**src/rtl/scan_mux_pkg.sv**
```systemverilog
// Shared definitions for the scan multiplexer: mode encodings and the width helper.
package scan_mux_pkg;

  localparam logic MODE_MANUAL = 1'b0;
  localparam logic MODE_SCAN   = 1'b1;

  // Never returns 0, so a 1-entry range still gets a usable 1-bit vector.
  function automatic int unsigned clog2(input int unsigned n);
    int unsigned r;
    r = 0;
    while ((32'd1 << r) < n) begin
      r++;
    end
    return (r == 0) ? 1 : r;
  endfunction

endpackage

```
**src/rtl/scan_mux_if.sv**
```systemverilog
// Channel bus, select controls and registered outputs of the scan multiplexer.
interface scan_mux_if #(
  parameter int unsigned WIDTH    = 4,
  parameter int unsigned CHANNELS = 4
);
  import scan_mux_pkg::*;

  localparam int unsigned SW = clog2(CHANNELS);

  logic [CHANNELS*WIDTH-1:0] din;
  logic [SW-1:0]             sel;
  logic                      mode;
  logic                      en;
  logic [WIDTH-1:0]          dout;
  logic [CHANNELS-1:0]       strobe;
  logic [SW-1:0]             idx;
  logic                      tick;

  modport master (
    output din, sel, mode, en,
    input  dout, strobe, idx, tick
  );

  modport slave (
    input  din, sel, mode, en,
    output dout, strobe, idx, tick
  );

endinterface

```
**src/rtl/scan_prescaler.sv**
```systemverilog
// Scan-rate prescaler: counts 0..DIV-1 while running, pulses tick on each wrap.
module scan_prescaler
  import scan_mux_pkg::*;
#(
  parameter int unsigned DIV = 50000
) (
  input  logic clk,
  input  logic rst,
  input  logic run,
  output logic step,
  output logic tick
);

  localparam int unsigned      PW   = clog2(DIV);
  localparam logic [PW-1:0]    Last = PW'(DIV - 1);

  logic [PW-1:0] pcnt_q, pcnt_d;
  logic          tick_q, tick_d;

  // step flags the edge on which the count wraps, so the index can advance on that same edge.
  assign step = run && (pcnt_q == Last);

  always_comb begin
    pcnt_d = '0;
    tick_d = 1'b0;
    if (run) begin
      if (step) begin
        tick_d = 1'b1;
      end else begin
        pcnt_d = pcnt_q + 1'b1;
      end
    end
  end

  always_ff @(posedge clk) begin
    if (rst) begin
      pcnt_q <= '0;
      tick_q <= 1'b0;
    end else begin
      pcnt_q <= pcnt_d;
      tick_q <= tick_d;
    end
  end

  assign tick = tick_q;

endmodule

```
**src/rtl/scan_mux.sv**
```systemverilog
// Registered N:1 channel multiplexer with manual select or prescaled round-robin scan.
module scan_mux
  import scan_mux_pkg::*;
#(
  parameter int unsigned WIDTH    = 4,
  parameter int unsigned CHANNELS = 4,
  parameter int unsigned DIV      = 50000
) (
  input  logic        clk,
  input  logic        rst,
  scan_mux_if.slave   bus
);

  localparam int unsigned   SW      = clog2(CHANNELS);
  localparam int unsigned   SelSpan = 2 ** SW;
  localparam logic [SW-1:0] LastIdx = SW'(CHANNELS - 1);

  logic run, step, tick;

  logic [WIDTH-1:0]    chan [CHANNELS];
  logic [SelSpan-1:0]  sel_ok;

  logic [SW-1:0]       idx_q, idx_d;
  logic [WIDTH-1:0]    dout_q, dout_d;
  logic [CHANNELS-1:0] strobe_q, strobe_d;

  assign run = bus.en && (bus.mode == MODE_SCAN);

  scan_prescaler #(
    .DIV (DIV)
  ) u_prescaler (
    .clk  (clk),
    .rst  (rst),
    .run  (run),
    .step (step),
    .tick (tick)
  );

  for (genvar k = 0; k < CHANNELS; k++) begin : g_chan
    assign chan[k] = bus.din[k*WIDTH +: WIDTH];
  end

  // Select codes at or above CHANNELS are ignored; the table keeps the check width-safe.
  for (genvar k = 0; k < SelSpan; k++) begin : g_sel_ok
    assign sel_ok[k] = (k < CHANNELS);
  end

  always_comb begin
    idx_d = idx_q;
    if (!bus.en) begin
      idx_d = idx_q;
    end else if (bus.mode == MODE_MANUAL) begin
      if (sel_ok[bus.sel]) begin
        idx_d = bus.sel;
      end
    end else if (step) begin
      idx_d = (idx_q == LastIdx) ? '0 : idx_q + 1'b1;
    end
    dout_d   = chan[idx_d];
    strobe_d = bus.en ? (CHANNELS'(1) << idx_d) : '0;
  end

  always_ff @(posedge clk) begin
    if (rst) begin
      idx_q    <= '0;
      dout_q   <= '0;
      strobe_q <= '0;
    end else begin
      idx_q    <= idx_d;
      dout_q   <= dout_d;
      strobe_q <= strobe_d;
    end
  end

  assign bus.idx    = idx_q;
  assign bus.dout   = dout_q;
  assign bus.strobe = strobe_q;
  assign bus.tick   = tick;

endmodule
```
**src/flat_wrapper.sv**
```systemverilog
// flat-port wrapper written by rule: the top's interface ports become plain ports
module scan_mux_flat import scan_mux_pkg::*;
#(
  parameter int unsigned WIDTH    = 4,
  parameter int unsigned CHANNELS = 4,
  parameter int unsigned DIV      = 50000
)
  (clk, rst, bus_din, bus_sel, bus_mode, bus_en, bus_dout, bus_strobe, bus_idx, bus_tick);
  scan_mux_if #(.WIDTH(WIDTH), .CHANNELS(CHANNELS)) bus_i ();
  input  logic clk;
  input  logic rst;
  input wire logic [$bits(bus_i.din)-1:0] bus_din;
  input wire logic [$bits(bus_i.sel)-1:0] bus_sel;
  input wire logic [$bits(bus_i.mode)-1:0] bus_mode;
  input wire logic [$bits(bus_i.en)-1:0] bus_en;
  output wire logic [$bits(bus_i.dout)-1:0] bus_dout;
  output wire logic [$bits(bus_i.strobe)-1:0] bus_strobe;
  output wire logic [$bits(bus_i.idx)-1:0] bus_idx;
  output wire logic [$bits(bus_i.tick)-1:0] bus_tick;
  assign bus_i.din = bus_din;
  assign bus_i.sel = bus_sel;
  assign bus_i.mode = bus_mode;
  assign bus_i.en = bus_en;
  assign bus_dout = bus_i.dout;
  assign bus_strobe = bus_i.strobe;
  assign bus_idx = bus_i.idx;
  assign bus_tick = bus_i.tick;
  scan_mux #(.WIDTH(WIDTH), .CHANNELS(CHANNELS), .DIV(DIV)) u_core (.clk(clk), .rst(rst), .bus(bus_i));
endmodule
```
**config.mk**
```make
export PLATFORM = sky130hd
export DESIGN_NAME = scan_mux_flat
export DESIGN_NICKNAME = d
export VERILOG_FILES = /design/src/rtl/scan_mux_pkg.sv /design/src/rtl/scan_mux_if.sv /design/src/rtl/scan_prescaler.sv /design/src/rtl/scan_mux.sv /design/src/flat_wrapper.sv
export SDC_FILE = /design/constraint.sdc
export NUM_CORES = 1
export LEC_CHECK = 0
export ABC_CLOCK_PERIOD_IN_PS = 2800
export CELL_PAD_IN_SITES_DETAIL_PLACEMENT = 0
export CELL_PAD_IN_SITES_GLOBAL_PLACEMENT = 1
export CORE_MARGIN = 2
export CORE_UTILIZATION = 36
export CTS_CLUSTER_SIZE = 20
export DETAILED_ROUTE_END_ITERATION = 6
export GPL_TIMING_DRIVEN = 0
export PLACE_DENSITY_LB_ADDON = 0.08
export SYNTH_ARGS = -nofsm -noshare
export SYNTH_HDL_FRONTEND = slang
export SYNTH_HIERARCHICAL = 1
export SYNTH_SLANG_ARGS = --single-unit
export TNS_END_PERCENT = 100
```
**constraint.sdc**
```tcl
create_clock -name clk -period 2.8 [get_ports clk]
set_input_delay 0.42 -clock clk [delete_from_list [all_inputs] [get_ports clk]]
set_output_delay 0.42 -clock clk [all_outputs]
set_load 0.02 [all_outputs]
```
==> summary.txt, run 1 <==
Clock network
  • Clk_lat worst skew: 320 ps
  • CTS tree: done
  • Num CTS Buffers: 3
  • Resize count post-CTS: 0
  • Post-CTS Hold Buffers: 0
  • Clk buf depth: 2
  • Clock transition at the registers of the reported paths: 140 ps
  • Clock Tree Root: clkbuf_4
  • H-Tree Level Count: 1
  • Post-CTS Setup Inserts: 0
  • Clk sinks: 27

Power and ir drop
  • Total Power: 672 uW
  • Leakage Power: 0.000590 uW
  • Pwr per Cell Area: about 390 nW/um2
  • Peak supply drop: 0.000178 V

Critical path
  • Critical Path Sink Type: flop
  • Crit path cell chain: ha_1, nand3_2, nand4b_1, nor2_1, nand2_1, o32ai_1, a22o_2, buf_12, mux2i_1, o22ai_1
  • Worst EP arrival: 2810 ps
  • Worst Setup Start Kind: flop
  • Max incr delay on CP: 400 ps
  • Crit Path Max Fanout: 10
  • CP max stage cell: dfxtp_1
  • Crit path kind: reg -> reg
  • CP Data Required Time: 3020 ps

Routing
  • Final wirelength: about 2500 um
  • Post-route ant nets: 0
  • Mean routed wirelength per cell: about 12 um
  • Drt pass-1 iters: 4
  • Initial detailed-routing violation count: 45
  • Drt drc: 0
  • Total number of vias: 1033
  • Drt via density: 4.83

Place
  • Placed cell area: 1680 um2
  • DPL Wire Length: 1940 um
  • Pre-CTS WS: 16.7 ps
  • Routability-driven placement congestion ratio: ~0.78
  • # port buffers: 32

Synthesis
  • Cells after synthesis: 132
  • Mapped Area: 1300 um2
  • Count leader, synth: dfxtp_1
  • Synth Area in Simple Gates: between 20 and 30%
  • Synth Area in XOR/XNOR: 9.45%
  • Syn Area/Cell: around 9.8 um2
  • Largest family of logic cells by synthesized area: simple AND/OR/NAND/NOR gates
  • Dominant cell type by area after synthesis: dfxtp_1
  • Number of flops mapped to enable cells by yosys: 0
  • Top FF cell, synth: dfxtp_1
  • Ys async rst share: 0%
  • Syn. warnings: 6
  • Largest cells by area after synthesis: dfxtp_1 42%, xnor2_1 8.8%, mux2i_1 6.9%
  • Post-synthesis mux area share: just under 7%
  • Net Count, Synth: 156
  • Yosys top cell area share: 41.7%
  • Commonest cells in the netlist: 27 x dfxtp_1, 21 x nor2_1, 13 x xnor2_1
  • Library cells used by synthesis: 35
  • Synth Register Bits: 27
  • Post-synthesis sequential area ratio: a little over two fifths
  • Post-Synth Adder-Cell Area: approximately 1.9%
  • Post-synthesis compound-gate area fraction: 5.69%

Worst hold path
  • Class of the worst hold path: reg -> reg

GRT
  • Vias in the first global route: 1062
  • Total GRT Usage: 14.1%
  • Pin count of the biggest net entering global routing: 15
  • Initial antenna violation count: 0
  • First-pass GRT wire length: between 4000 and 5000 um
  • GRT overflow: 0

Final layout
  • Layout cell share with drive strength beyond 1: 11.3%
  • Area occupied by multi-input gates: between 600 and 700 um2
  • Final nets: 193
  • Register area: 541 um2
  • Fill count: approximately 340
  • Design area: 1700 um2
  • Layout area overhead: 31.1%
  • ANT cells: 0

Floorplanning
  • Core Region: 3390 um2
  • Die area: 4100 um2
  • Vert. Die Dim: 64.0 um
  • Initial core utilization: between 30% and 40%
  • # rows: 21
  • Die X: about 64 um
  • Io pins: 33

STA
  • Finish-stage setup viols: 0
  • Pins Over Slew Limit: 0
  • Relative slew margins: 73.2%
  • Max Clk Rate: 0.386 GHz
  • Layout Skew: 3.84 ps
  • WHS: around 480 ps
  • Final Worst Setup Slack: ~210 ps
  • Tcrit/Tclk final: 92.6%
  • RSZ-0062 raised after global routing: false
  • Tightest Pin Transition: roughly 400 ps
  • Endpoints failing hold: 0
  • Period minus WS final: between 2000 and 3000 ps
  • Final setup TNS: 0 ps

Flow run
  • Max-cap viol count: 0

Status
  • Status: completed
## critical path: cells and delay by family (launching register included)
kind                       cells  cell delay, ps
AOI/OAI and AO/OA              3             630
adders and majority gates      1             220
buffers and inverters          1             150
DFF                            1             400
muxes                          1             200
and+or+nand+nor                4             890
## layout by cell type (no fill, tap or decap), types with 3 or more instances in the layout
cell              n
o22ai_1           6
nand3_1           4
nor2_1           21
clkdlybuf4s50_1  32
nand2_1           5
dfxtp_1          27
nor2_2            3
nor3_1            5
inv_1             8
xnor2_1          13
nor2b_1           3
mux2i_1           9
clkbuf_4          3
## final cells by class
class                   instances  area share, %
multi-input cells              95           40.9
inverters                       8           1.76
flip-flops and latches         27           31.8
well taps                      46           3.38
repair buffers                 32           18.8
plain buffers                   2           1.84
clock buffers                   4           1.54
## per-stage QoR
step,std cells,util [%]
after global placement,210,49.4
after floorplan,132,-
after detailed placement,210,49.4
final,214,50.2
after global routing,214,50.2
after CTS,214,50.2
## kinds of logic (layout without fill, tap and decap cells)
group	count (synthesis)	count (layout)
flops	27	27
compound gates	11	11
fa+ha+maj	2	2
xor+xnor	14	14
buf+inv	10	46
simple gates	59	59
mux	9	9
## state kept, by name (all words and copies together) (netlist names)
signal / cells
u_core/u_prescaler/pcnt_q: 16
u_core/bus.dout: 4
u_core/bus.strobe: 4
u_core/bus.idx: 2
u_core/u_prescaler/tick: 1
## where the power goes
part	switching (uW)	internal [uW]	total, uW
registers	4.27	394	398
clock network	110	55.7	166
logic	44.1	63.5	108
## layer usage
| layer | GRT usage, % | routed length [um] | share of wire, % | up-vias |
|---|---|---|---|---|
| li1 | - | - | - | 526 |
| met1 | 17.2 | 1170 | 46 | 485 |
| met2 | 24.5 | 1220 | 48 | 20 |
| met3 | 3.52 | 135 | 5.3 | 2 |
| met4 | 4.08 | 20 | 0.79 | 0 |
| met5 | 0 | 0 | 0 | - |
## worst paths after layout
| check | startpoint | to | slack, ps | cells past startpoint |
|---|---|---|---|---|
| max reg2reg | u_core/u_prescaler/pcnt_q[0] | u_core/bus.dout[0] | 210 | 10 |
| min | u_core/u_prescaler/pcnt_q[0] | u_core/u_prescaler/pcnt_q[0] | 480 | 1 |
| max | u_core/u_prescaler/pcnt_q[0] | u_core/bus.dout[0] | 210 | 10 |
| min reg2reg | u_core/u_prescaler/pcnt_q[0] | u_core/u_prescaler/pcnt_q[0] | 480 | 1 |
(Power assumes the default switching activity.)
==> run 2: changes to the inputs <==
--- a/config.mk
+++ b/config.mk
@@ -6,6 +6,7 @@
 export NUM_CORES = 1
 export LEC_CHECK = 0
 export ABC_CLOCK_PERIOD_IN_PS = 2800
+export CAP_MARGIN = 25
 export CELL_PAD_IN_SITES_DETAIL_PLACEMENT = 0
 export CELL_PAD_IN_SITES_GLOBAL_PLACEMENT = 1
 export CORE_MARGIN = 2
==> results of run 2 <==
Final layout, timing and power as in run 1 (identical DEF).
